## src/rtl/dma_fifo_drain.sv

```systemverilog
// dma_fifo_drain: drains a one-shot block fifo into memory, one DMA bus write per byte at
// consecutive addresses from a loaded start address; re-inits the fifo and pulses done at block end.
module dma_fifo_drain #(
   parameter int ADDR_WIDTH = 21,
   parameter int BLK_LOG2   = 9
) (
   input  logic                  clk,
   input  logic                  rst_n,
   input  logic                  start,
   input  logic                  abort,
   input  logic [ADDR_WIDTH-1:0] addr_init,
   output logic                  busy,
   output logic                  done,
   input  logic                  fifo_empty,
   input  logic [7:0]            fifo_rd,
   output logic                  fifo_rd_stb,
   output logic                  fifo_init,
   output logic                  dma_req,
   output logic [ADDR_WIDTH-1:0] dma_addr,
   output logic [7:0]            dma_wd,
   input  logic                  dma_ack
);

   typedef enum logic [2:0] {
      S_IDLE,
      S_WAIT,
      S_FETCH,
      S_REQ,
      S_CLR,
      S_DONE
   } state_t;

   state_t                state, state_n;
   logic [BLK_LOG2:0]     count, count_n;
   logic                  busy_n, done_n, stb_n, init_n, req_n;
   logic [ADDR_WIDTH-1:0] addr_n;
   logic [7:0]            wd_n;

   // Every output is a register; the comb block below only computes their next values.
   always_ff @(posedge clk or negedge rst_n) begin
      if (!rst_n) begin
         state       <= S_IDLE;
         count       <= '0;
         busy        <= 1'b0;
         done        <= 1'b0;
         fifo_rd_stb <= 1'b0;
         fifo_init   <= 1'b0;
         dma_req     <= 1'b0;
         dma_addr    <= '0;
         dma_wd      <= '0;
      end else begin
         state       <= state_n;
         count       <= count_n;
         busy        <= busy_n;
         done        <= done_n;
         fifo_rd_stb <= stb_n;
         fifo_init   <= init_n;
         dma_req     <= req_n;
         dma_addr    <= addr_n;
         dma_wd      <= wd_n;
      end
   end

   always_comb begin
      state_n = state;
      count_n = count;
      busy_n  = busy;
      done_n  = 1'b0;
      stb_n   = 1'b0;
      init_n  = 1'b0;
      req_n   = dma_req;
      addr_n  = dma_addr;
      wd_n    = dma_wd;
      case (state)
         S_IDLE: begin
            if (start) begin
               addr_n  = addr_init;
               count_n = '0;
               busy_n  = 1'b1;
               state_n = S_WAIT;
            end
         end
         S_WAIT: begin
            if (abort) begin
               init_n  = 1'b1;
               state_n = S_CLR;
            end else if (!fifo_empty) begin
               state_n = S_FETCH;
            end
         end
         S_FETCH: begin
            // The empty flag seen in WAIT may predate the last strobe; re-check it here.
            if (abort) begin
               init_n  = 1'b1;
               state_n = S_CLR;
            end else if (fifo_empty) begin
               state_n = S_WAIT;
            end else begin
               wd_n    = fifo_rd;
               req_n   = 1'b1;
               state_n = S_REQ;
            end
         end
         S_REQ: begin
            if (dma_ack) begin
               req_n   = 1'b0;
               stb_n   = 1'b1;
               addr_n  = dma_addr + 1'b1;
               count_n = count + 1'b1;
               if (abort || count_n[BLK_LOG2]) begin
                  init_n  = 1'b1;
                  state_n = S_CLR;
               end else begin
                  state_n = S_WAIT;
               end
            end else if (abort) begin
               req_n   = 1'b0;
               init_n  = 1'b1;
               state_n = S_CLR;
            end
         end
         S_CLR: begin
            done_n  = 1'b1;
            state_n = S_DONE;
         end
         S_DONE: begin
            busy_n  = 1'b0;
            state_n = S_IDLE;
         end
         default: state_n = S_IDLE;
      endcase
   end

endmodule

```

## config.mk

```make
export PLATFORM = sky130hd
export DESIGN_NAME = dma_fifo_drain
export DESIGN_NICKNAME = d
export VERILOG_FILES = /design/src/rtl/dma_fifo_drain.sv
export SDC_FILE = /design/constraint.sdc
export NUM_CORES = 1
export LEC_CHECK = 0
export BUFFER_PORTS_ARGS = -buffer_cell sky130_fd_sc_hd__buf_2
export CAP_MARGIN = 20
export CORE_ASPECT_RATIO = 1.75
export CORE_MARGIN = 3
export CORE_UTILIZATION = 50
export CTS_CLUSTER_SIZE = 10
export DETAILED_ROUTE_END_ITERATION = 8
export GPL_TIMING_DRIVEN = 0
export PLACE_DENSITY = 0.83
export SYNTH_ARGS = -nofsm -noshare
export SYNTH_HDL_FRONTEND = slang
export SYNTH_SLANG_ARGS = --single-unit
```

## constraint.sdc

```tcl
create_clock -name clk -period 2.6 [get_ports clk]
set_clock_uncertainty 0.05 [all_clocks]
set_input_delay 0.13 -clock clk [delete_from_list [all_inputs] [get_ports clk]]
set_output_delay 0.13 -clock clk [all_outputs]
set_load 0.02 [all_outputs]
```

==> results by group <==
Run status
  – Status: finished clean

Clocking
  – Clock-pin slew on the worst setup and hold paths: approximately 0.09 ns
  – Post-CTS setup buffers: 0
  – Total CTS buffers: 5
  – Clock tree root driver cell: clkbuf_8
  – H-tree depth: 2
  – TritonCTS clock tree: built
  – Clk_lat worst skew: 0.30 ns
  – Clk sink count: 47
  – Maximum root-to-sink buffer count: 2

Power
  – Peak VDD IR: about 590 µV
  – Sw Share: between 40% and 50%
  – Clock power frac: about 17%
  – Static leakage power: 1.395 nW
  – Power Density: 1021 mW/mm²
  – Logic pwr share: a little over two fifths
  – Cell-internal power: 1.771 mW
  – Design Power: between 3 and 4 mW
  – P_sw: 1.319 mW
  – Sequential share of power: between 40% and 50%

Die
  – Die X-Extent: 59.04 µm
  – Die Ht: 98.81 µm
  – Initial core utilization: 52.29%
  – DIE AREA: 0.005833 mm²
  – Rows: 33
  – Core ar.: roughly 0.0047 mm²
  – Io pins: a little under 70

Synthesis
  – Commonest cells post-synth: dfrtp_1, nand2_1, o21ai_0, nor2_1, a21oi_1
  – FF+latch count, synth: 47
  – Ys async rst share: 100.0%
  – Main combinational cell family by area after synthesis: simple AND/OR/NAND/NOR gates
  – Prevailing post-synth register cell: dfrtp_1
  – Top-area cell type share of the netlist area: 47.79%
  – EDFF count, synth: 0
  – Area contributors post-synth: dfrtp_1, nand2_1, o21ai_0
  – Gate Count Post-Synth: 264
  – Synth Area in Compound Gates: about 17%
  – Syn avg cell area: 9.322 µm²
  – Seq/Total Area, Yosys: 47.79%
  – Syn_nets: between 300 and 400
  – Syn. warnings: 0
  – Xor-xnor portion of the synthesized cell area: 2.847%
  – Simple-Gate Fraction of Synth Area: between 20% and 30%
  – Mapped Area: 0.002461 mm²
  – Mux contribution to synthesized area: under 10%
  – Synth area leader: dfrtp_1
  – Count leader, synth: dfrtp_1
  – Adder-Cell Fraction of Synth Area: 1.017%
  – Yosys cell types: 44

Cells and area
  – Final instance area: roughly 0.0030 mm²
  – Area added between synthesis and finish: 22.88%
  – Filler cell count: ~410
  – Footprint of the multi-input gates: between 0.001 and 0.0015 mm²
  – Sequential standard cell area: about 0.0012 mm²
  – Post-Layout Cell Count: 395
  – Finished Core Util: 64.25%
  – Nets: 380
  – Share of layout cells above drive strength 1: ~28%
  – ANT cells: 0

Critical path
  – CP Max Fanout: 10
  – CP max-delay cell: nor4b_4
  – Crit-path max cell delay: ~0.49 ns
  – CP Capture Type: flop
  – Cell chain of the critical path: buf_2 > nor4b_4 > nor2_2 > clkbuf_1 > o21ai_0 > nand3_1
  – Buf/Inv on CP: 2
  – Crit start category: flop
  – Setup Crit Path Kind: flop to flop
  – WP data required: 2.74 ns
  – Critical Path AT: 2.17 ns
  – Crit path max-delay family: simple AND/OR/NAND/NOR gates

Timing
  – Final Cycle Share: 78.01%
  – F_max: 493.0 MHz
  – Final Max Slew Viols: 0
  – Final setup viols: 0
  – Fin. Hold Viols: 0
  – Worst Max-Slew Pin Slew: roughly 0.82 ns
  – Post-route minimum period: approximately 2.0 ns
  – Setup TNS Final: 0 ns
  – Worst rel slew slack: about 45%
  – RSZ-0062 raised after global routing: false

Place
  – Placed cells: 383
  – HPWL after detailed placement: 4500 µm
  – I/O Buffers: 67
  – Area after DPL: 0.002861 mm²
  – GP Congestion: 0.8679

Drt
  – Routed WL: 6119 µm
  – Routed len/inst: 15.49 µm
  – Drt first pass iters: 4
  – Routed vias: 2333
  – Detailed-route DRC error count: 0
  – Post-DRT Antenna Nets: 0
  – Vias per inst: 5.906
  – Detailed router's first-iteration violation count: roughly 100

Global routing
  – First-pass GRT wire length: 10090 µm
  – GRT Overall Usage: 21.88%
  – Vias in the first global route: between 2000 and 2500
  – Largest net degree at the start of global routing: 48
  – Initial antenna violation count: 0
  – Gr ovfl total: 0

Worst hold path
  – Hold WC Path Type: input pin to flop

Run
  – Max_cap viols: 0
==> worst paths after layout <==
path | start | end | slack, ns | depth (start not counted)
min reg2reg | dma_wd[4] | dma_wd[4] | 0.46 | 1
min | addr_init[15] | dma_addr[15] | 0.01 | 3
max reg2reg | state[0] | dma_addr[12] | 0.57 | 6
max in group asynchronous | rst_n | dma_addr[7] | 1.72 | 3
min in group asynchronous | rst_n | busy | 0.26 | 2
max | state[0] | dma_addr[12] | 0.57 | 6
==> worst min-delay path, cell delays in order <==
cell     delay (ns)
buf_2          0.07
a22oi_1        0.07
nand2_1        0.07
==> power groups by stage <==
stage | registers, mW | clock network, mW | logic (mW)
2_1_floorplan | 1.51 | 0 | 0.602
3_3_place_gp | 1.24 | 0 | 1.30
3_5_place_dp | 1.26 | 0 | 1.32
4_1_cts | 1.24 | 0.528 | 1.33
5_1_grt | 1.28 | 0.557 | 1.46
6_report | 1.24 | 0.520 | 1.33
==> cell type report <==
cell class,instances,share of cell area (%)
Inverter,8,0.9930
Buffer,15,2.400
Clock buffer,6,2.400
Sequential cell,47,38.89
Tap cell,52,2.151
Timing Repair Buffer,72,13.07
Clock inverter,1,0.9930
Multi-Input combinational cell,194,39.10
==> cells by family after synthesis <==
kind of cell               count (synthesis)
and+or+nand+nor                          102
AOI/OAI and AO/OA                         70
DFF                                       47
buffers and inverters                     23
muxes                                     12
xor gates and xnor gates                   8
adders and majority gates                  2
==> cell usage in the layout, fill, tap and decap left out, types with 2 or more instances in the layout <==
master | synthesis | routed
a32oi_1 | 2 | 2
ha_1 | 2 | 2
nand4_1 | 8 | 8
a31oi_1 | 3 | 3
dfrtp_1 | 47 | 47
xnor2_1 | 4 | 4
clkbuf_1 | 7 | 8
nor3_1 | 6 | 6
buf_4 | 3 | 3
dlygate4sd3_1 | 0 | 4
and4_1 | 2 | 2
nand3_1 | 10 | 10
and3_1 | 5 | 5
o311ai_0 | 4 | 4
inv_1 | 7 | 7
or3_1 | 3 | 3
buf_2 | 4 | 71
mux2i_1 | 4 | 4
xor2_1 | 4 | 4
mux2_2 | 8 | 8
o21ai_0 | 24 | 24
a311oi_1 | 3 | 3
clkbuf_8 | 0 | 5
nand2_1 | 33 | 33
a22oi_1 | 4 | 4
o211ai_1 | 6 | 6
nor2_1 | 21 | 21
and2_1 | 3 | 3
nor3_2 | 2 | 2
a21oi_1 | 19 | 19
==> per-layer routing <==
layer | track usage, % | part of all wire [%] | vias to the layer above
li1 | - | - | 1113
met1 | 24.10 | 37 | 1119
met2 | 39.69 | 54 | 81
met3 | 3.145 | 5.4 | 20
met4 | 9.773 | 2.8 | 0
met5 | 0 | 0 | -
==> repair_timing <==
item	CTS	global route
endpoints found under the setup margin	0	0
hold endpoints to repair	3	20
gates resized for setup	0	0
hold buffers	3	1
==> metrics by stage <==
stage	worst slack, ns	hold WS (ns)
2_1_floorplan	0.7470	-0.2156
3_3_place_gp	0.6081	0.2921
3_5_place_dp	0.5921	0.3011
4_1_cts	0.5731	0.01080
5_1_grt	0.4407	0.01500
6_report	0.5717	0.01472
==> registers in the layout (all words and copies together), names as in the netlist <==
name	count
dma_addr	21
fifo_init	1
count	10
fifo_rd_stb	1
state	3
dma_req	1
busy	1
dma_wd	8
done	1
No activity file was read; power rests on OpenSTA's default activity.
